**src/rtl/keypad_event_fifo.sv**
```systemverilog
// Keypad event capture: synchronises and debounces a one-hot key vector,
// converts stable changes into press/release events and queues them in a
// small first-word-fall-through FIFO for a register block to drain.
module keypad_event_fifo #(
  parameter int DEBOUNCE_CYCLES = 20000,
  parameter int FIFO_DEPTH      = 8,
  parameter int ADDR_W          = 3
) (
  input  logic              clk,
  input  logic              rst,
  input  logic [15:0]       keypad,
  output logic              ev_valid,
  output logic [7:0]        ev_data,
  input  logic              ev_pop,
  output logic [ADDR_W:0]   ev_count,
  output logic              overflow,
  input  logic              clr_overflow,
  output logic              irq
);

  localparam int               CNT_W    = $clog2(DEBOUNCE_CYCLES);
  localparam logic [CNT_W-1:0] CNT_MAX  = CNT_W'(DEBOUNCE_CYCLES - 1);
  localparam logic [ADDR_W:0]  FULL_CNT = (ADDR_W + 1)'(FIFO_DEPTH);

  localparam logic [1:0] ST_IDLE = 2'd0;
  localparam logic [1:0] ST_HELD = 2'd1;
  localparam logic [1:0] ST_SWAP = 2'd2;

  logic [15:0]       sync1;
  logic [15:0]       s;
  logic [15:0]       cand;
  logic [CNT_W-1:0]  cnt;
  logic [15:0]       stable;
  logic [3:0]        pend;
  logic [1:0]        state;

  logic              cand_ok;
  logic              accept;
  logic              push_req;
  logic [7:0]        push_byte;

  logic [7:0]        mem [FIFO_DEPTH];
  logic [ADDR_W-1:0] wr_ptr;
  logic [ADDR_W-1:0] rd_ptr;
  logic [ADDR_W:0]   count;
  logic              full;
  logic              empty;
  logic              pop;
  logic              push;
  logic              drop;

  // Position of the set bit in a one-hot vector (0 for an all-zero vector).
  function automatic logic [3:0] key_index(input logic [15:0] v);
    logic [3:0] idx;
    idx = 4'd0;
    for (int i = 0; i < 16; i++) begin
      if (v[i]) idx = i[3:0];
    end
    return idx;
  endfunction

  // Two-flop synchroniser for the asynchronous scanner output.
  always_ff @(posedge clk) begin
    if (rst) begin
      sync1 <= '0;
      s     <= '0;
    end else begin
      // NOTE: registered state always uses non-blocking assignments so every
      // flop samples the pre-edge value of its neighbours.
      sync1 <= keypad;
      s     <= sync1;
    end
  end

  // Debounce: a candidate must be seen unchanged until the counter saturates.
  always_ff @(posedge clk) begin
    if (rst) begin
      cand <= '0;
      cnt  <= '0;
    end else if (s != cand) begin
      cand <= s;
      cnt  <= '0;
    end else if (cnt != CNT_MAX) begin
      cnt <= cnt + CNT_W'(1);
    end
  end

  // Zero or exactly one bit set; multi-key chords are never accepted.
  assign cand_ok = ((cand & (cand - 16'd1)) == 16'd0);
  assign accept  = (s == cand) && (cnt == CNT_MAX) && cand_ok &&
                   (cand != stable) && (state != ST_SWAP);

  // Key-state FSM: tracks the accepted key and schedules the swap press.
  always_ff @(posedge clk) begin
    if (rst) begin
      state  <= ST_IDLE;
      stable <= '0;
      pend   <= '0;
    end else begin
      case (state)
        ST_IDLE: begin
          if (accept) begin
            stable <= cand;
            state  <= ST_HELD;
          end
        end
        ST_HELD: begin
          if (accept) begin
            stable <= cand;
            if (cand == 16'd0) begin
              state <= ST_IDLE;
            end else begin
              pend  <= key_index(cand);
              state <= ST_SWAP;
            end
          end
        end
        ST_SWAP: state <= ST_HELD;
        default: state <= ST_IDLE;
      endcase
    end
  end

  // Event generation: press on first key, release (then press) on changes.
  always_comb begin
    // NOTE: defaults first so every path assigns every output and no latch
    // is inferred.
    push_req  = 1'b0;
    push_byte = 8'h00;
    case (state)
      ST_IDLE: begin
        if (accept) begin
          push_req  = 1'b1;
          push_byte = {1'b1, 3'b000, key_index(cand)};
        end
      end
      ST_HELD: begin
        if (accept) begin
          push_req  = 1'b1;
          push_byte = {1'b0, 3'b000, key_index(stable)};
        end
      end
      ST_SWAP: begin
        push_req  = 1'b1;
        push_byte = {1'b1, 3'b000, pend};
      end
      default: begin
        push_req  = 1'b0;
        push_byte = 8'h00;
      end
    endcase
  end

  assign full  = (count == FULL_CNT);
  assign empty = (count == '0);
  assign pop   = ev_pop && !empty;
  // A pop in the same cycle frees the slot, so a full FIFO still accepts.
  assign push  = push_req && (!full || pop);
  assign drop  = push_req && full && !pop;

  // FIFO storage write port.
  always_ff @(posedge clk) begin
    // NOTE: storage is deliberately not reset; the pointers and count define
    // which entries are meaningful, and ev_data is forced to 0 when empty.
    if (push) mem[wr_ptr] <= push_byte;
  end

  // FIFO pointers and occupancy.
  always_ff @(posedge clk) begin
    if (rst) begin
      wr_ptr <= '0;
      rd_ptr <= '0;
      count  <= '0;
    end else begin
      if (push) wr_ptr <= wr_ptr + ADDR_W'(1);
      if (pop)  rd_ptr <= rd_ptr + ADDR_W'(1);
      case ({push, pop})
        2'b10:   count <= count + (ADDR_W + 1)'(1);
        2'b01:   count <= count - (ADDR_W + 1)'(1);
        default: count <= count;
      endcase
    end
  end

  // Sticky overflow; a drop in the same cycle as a clear wins.
  always_ff @(posedge clk) begin
    if (rst) begin
      overflow <= 1'b0;
    end else if (drop) begin
      overflow <= 1'b1;
    end else if (clr_overflow) begin
      overflow <= 1'b0;
    end
  end

  assign ev_valid = !empty;
  assign ev_data  = empty ? 8'h00 : mem[rd_ptr];
  assign ev_count = count;
  assign irq      = !empty;

endmodule

```
**config.mk**
```make
export PLATFORM = sky130hd
export DESIGN_NAME = keypad_event_fifo
export DESIGN_NICKNAME = d
export VERILOG_FILES = /design/src/rtl/keypad_event_fifo.sv
export SDC_FILE = /design/constraint.sdc
export NUM_CORES = 1
export LEC_CHECK = 0
export CORE_MARGIN = 2
export CORE_UTILIZATION = 40
export DETAILED_ROUTE_END_ITERATION = 16
export PLACE_DENSITY_LB_ADDON = 0.08
export SYNTH_ARGS = -nofsm -noshare
export SYNTH_HDL_FRONTEND = slang
export SYNTH_SLANG_ARGS = --single-unit
```
**constraint.sdc**
```tcl
create_clock -name clk -period 5.4 [get_ports clk]
set_input_delay 1.62 -clock clk [delete_from_list [all_inputs] [get_ports clk]]
set_output_delay 1.62 -clock clk [all_outputs]
set_load 0.05 [all_outputs]
```
Yosys cells after proc, flatten, opt, wreduce, memory -nomap -nowiden
Memories as Yosys holds them, arrays and structs flattened. A register that Yosys moved wholly into a read port is not among the register bits.
Index checks and enable logic that the tools add are counted.
Word-level totals
  bits in registers: 96
  bits in writable memories: 64
  memories: 1
Operators by class
  equal/unequal tests: 13
  multiplexer cells: 47
  bitwise gates (word level): 2
  add/subtract/negate cells: 6
  reductions and logical operators: 23
Memories
  mem: depth 8, bits a word 8, rd ports 1, clocked after Yosys merged registers in 1, wr ports 1, line 42  | logic [7:0] mem [FIFO_DEPTH];
Operators with widths (number)
  $mux 4: 28
  $logic_not 16->1: 2
  $ne 16x16->1: 2
  $pmux 8 s3: 1
  $and 16x16->16: 1
  $eq 16x16->1: 1
  $mux 8: 2
  $sub 16x1->16 const B: 1
  $add 15x1->15 const B: 1
  $eq 15x15->1 const B: 1
  $ne 15x15->1 const B: 1
  $logic_and 1x1->1: 8
  $mux 2: 4
  $pmux 4 s2: 1
  $mux 1: 7
  $add 3x1->3 const B: 2
  $mux 3: 2
  $ne 2x2->1 const B: 3
  $pmux 2 s3: 1
  $add 4x1->4 const B: 1
  $eq 2x1->1 const B: 2
  $eq 2x2->1 const B: 2
  $eq 4x4->1 const B: 1
  $logic_not 4->1: 1
  10 further kinds: 15

Logic depth before layout (Yosys ltp)
  depth in word-level cells: 17
  gate-level depth with buffers: 14
  depth with buffers taken out: 13

Least setup slack after synthesis
No wires, ideal clock.
  path kind: register to output
  start point: register count[0], in the netlist ev_count[0]
  end point: output port irq
  data required time: 3780 ps
  arrival time: 1971 ps
  slack: 1809 ps
  buffers on the path: 1
  stages on the path, launching flop included: 4
  cells stage by stage: dfxtp_1 > nor4_1 > inv_1 > buf_4
On the way
  cells in the longest elaborated chain, start to end: 2
Ends and longest elaborated chain
  from (decl): line 45  | logic [ADDR_W:0] count;
  from (signal assigned): line 178  | 2'b10: count <= count + (ADDR_W + 1)'(1);
  from (signal assigned): line 179  | 2'b01: count <= count - (ADDR_W + 1)'(1);
  from (signal assigned): line 180  | default: count <= count;
  $logic_not 4->1: line 155  | assign empty = (count == '0);
  $logic_not 1->1
  to (decl): line 18  | output logic irq
No other way between the ends.

==> impl_metrics.env <==
export IMPL_cts_root_buf="clkbuf_16"
export IMPL_slowest_delay_ns=0.75
export IMPL_rows=44
export IMPL_crit_arrival_ns=2.65
export IMPL_drive_above_1_share_pct=10.23
export IMPL_first_pass_iters=4
export IMPL_synth_edf_count=40
export IMPL_clk_latency_ns=0.42
export IMPL_start_util_pct=41.30
export IMPL_cp_required_ns=3.78
export IMPL_coreArea_mm2=0.01464
export IMPL_critPathBufInv=1
export IMPL_die_area_mm2=0.01612
export IMPL_dp_cells=758
export IMPL_hold_buffers=0
export IMPL_grt_pass1_wl_um=20150
export IMPL_maxCapViolCount=0
export IMPL_crit_slowest_cell="dfxtp_1"
export IMPL_yosys_top_cells_area="dfxtp_1 33%, edfxtp_1 20%, xor2_1 6.7%"
export IMPL_stdcell_count=790
export IMPL_cpLargestDelayFamily="flip-flops"
export IMPL_num_vias=4047
export IMPL_ir_worst_vdd_v=0.0004317
export IMPL_worst_clock_skew_ns=0.01233
export IMPL_synth_seq_cells=139
export IMPL_drt_wl_total_um=11810
export IMPL_worstSetupPathType="flop to output pin"
export IMPL_p_leak_nw=2.606
export IMPL_hold_violations=0
export IMPL_diodes=0
export IMPL_antenna_found_initial=0
export IMPL_fp_dieW_um=127.0
export IMPL_ant_nets=0
export IMPL_powerDensity_mw_per_mm2=382.0
export IMPL_hpwl_um=7967
export IMPL_area_sequential_mm2=0.003183
export IMPL_die_height_um=127.0
export IMPL_seq_area_frac_synth_pct=52.63
export IMPL_avgSynthCellArea_um2=10.43
export IMPL_clkSlewWorstSetupHoldPaths_ns=0.06
export IMPL_synth_top_area_share_pct=32.77
export IMPL_viasPerCell=5.123
export IMPL_end_kind="output pin"
export IMPL_multi_input_area_mm2=0.002640
export IMPL_hp_class="flop to flop"
export IMPL_status="completed"
export IMPL_worst_slew_pin_slew_ns=1.010
export IMPL_cts_sinks=139
export IMPL_critPathMaxFanout=10
export IMPL_area_growth_pct=15.80
export IMPL_gp_congestion=0.8139
export IMPL_grt_overflow=0
export IMPL_synthFlopType="dfxtp_1"
export IMPL_setup_viol=0
export IMPL_fin_nets=619
export IMPL_grt_usage_pct=15.89
export IMPL_cts_buffers=17
export IMPL_dr_first_iter_drc_count=262
export IMPL_min_period_over_period_pct=79.05
export IMPL_async_reset_ff_share_pct=0
export IMPL_crit_path_start_kind="flop"
export IMPL_netlist_area_mm2=0.006048
export IMPL_syn_inst=580
export IMPL_rsz0062_at_grt="false"
export IMPL_avgRoutedWirePerCell_um=14.95
export IMPL_ctsResizeCount=0
export IMPL_yosys_area_top_type="dfxtp_1"
export IMPL_min_period_ns=4.269
export IMPL_drc=0
export IMPL_nFillCells=1404
export IMPL_path_cells="mux4_2 -> mux2i_1 -> nor2_1 -> clkdlybuf4s50_1"
export IMPL_cts_buffer_depth=2
export IMPL_setup_tns_ns=0
export IMPL_post_cts_buffers=0
export IMPL_htree_levels=4
export IMPL_synth_distinct_cells=57
export IMPL_port_buffers=31
export IMPL_cts_tree="built"
export IMPL_final_max_slew_viol_count=0
export IMPL_yosys_warnings=0
export IMPL_max_slew_margin_pct=32.12
export IMPL_grt_max_degree=46
export IMPL_grt_pass1_vias=3981
export IMPL_fmax_mhz=234.3
export IMPL_ios=35
cell type report:
| cell class | instances | area share, % |
|---|---|---|
| clock buffer | 21 | 7.038 |
| inverter | 12 | 0.6431 |
| timing repair buffer | 35 | 4.787 |
| tap | 184 | 3.287 |
| clock inverter | 11 | 1.108 |
| sequential | 139 | 45.44 |
| multi-input combinational | 388 | 37.69 |
Yosys cell counts (all sizes together) (10+ instances only):
master / n
buf: 13
a21oi: 35
nor3: 22
dfxtp: 99
mux4: 10
xor2: 46
edfxtp: 40
inv: 12
nand2: 51
clkbuf: 30
nor2: 45
o21ai: 12
nand3: 10
nor2b: 52
nor4: 15
kinds of logic after synthesis:
group	Yosys count	synth area share, %
other	1	0.06200
AO/OA/AOI/OAI	74	8.068
buffers and inverters	55	3.951
flip-flops	139	52.63
adder cells (fa/ha/maj)	6	1.365
AND/OR/NAND/NOR	233	20.87
multiplexers	23	5.958
XOR/XNOR	49	7.096
layer usage:
| metal | global-route usage (%) | up-vias | wire length, um |
|---|---|---|---|
| met4 | 6.206 | 0 | 159 |
| met5 | 0 | - | 0 |
| met1 | 21.97 | 1927 | 5776 |
| li1 | - | 2039 | - |
| met2 | 23.75 | 70 | 5406 |
| met3 | 4.344 | 11 | 467 |
stage by stage:
| step | hold WS (ns) | power, mW | utilization, % | area, um2 | setup WS [ns] |
|---|---|---|---|---|---|
| 6_report | 0.4331 | 2.676 | 47.83 | 7004 | 1.131 |
| 4_1_cts | 0.4375 | 2.714 | 47.83 | 7004 | 1.071 |
| 2_1_floorplan | 0.4138 | 1.475 | - | 6056 | 1.809 |
| 5_1_grt | 0.4557 | 2.800 | 47.83 | 7004 | 0.9449 |
| 3_3_place_gp | 0.4182 | 1.592 | 43.93 | 6434 | 1.337 |
| 3_5_place_dp | 0.4233 | 1.593 | 43.93 | 6434 | 1.255 |
final timing paths:
check                       from  cells after the start             endpoint  slack, ns
max reg2reg  cnt[0]$_SDFFE_PP0P_                      6  mem[5][0]$_DFFE_PP_       1.53
max                         flop                      4           ev_data[3]       1.13
min reg2reg  sync1[9]$_SDFF_PP0_                      1      s[9]$_SDFF_PP0_       0.43
min          sync1[9]$_SDFF_PP0_                      1      s[9]$_SDFF_PP0_       0.43
placed cells by master, fill, tap and decap left out, types with 10 or more instances in the layout:
master	count
nor4_1	12
o21ai_0	11
nor2b_1	52
mux4_2	10
nor3_1	22
nand2_1	51
clkbuf_16	19
dfxtp_1	99
inv_1	12
xor2_1	46
nor2_1	45
a21oi_1	35
edfxtp_1	40
clkdlybuf4s50_1	30
state kept, by name, summed over array words and instances (netlist names), 3 cells and up, named ones only:
register,count
stable,16
mem,40
s,16
sync1,16
rd_ptr,3
pend,4
ev_count,4
cnt,15
cand,16
wr_ptr,3
report_power, final:
part	switching [mW]	internal (mW)	leakage, nW	total (mW)
sequential	0.0495	1.10	1.14	1.15
combinational	0.242	0.178	1.18	0.420
clock	0.452	0.658	0.282	1.11
total	0.743	1.93	2.61	2.68
Note: power is estimated with default switching activity, not from simulation.
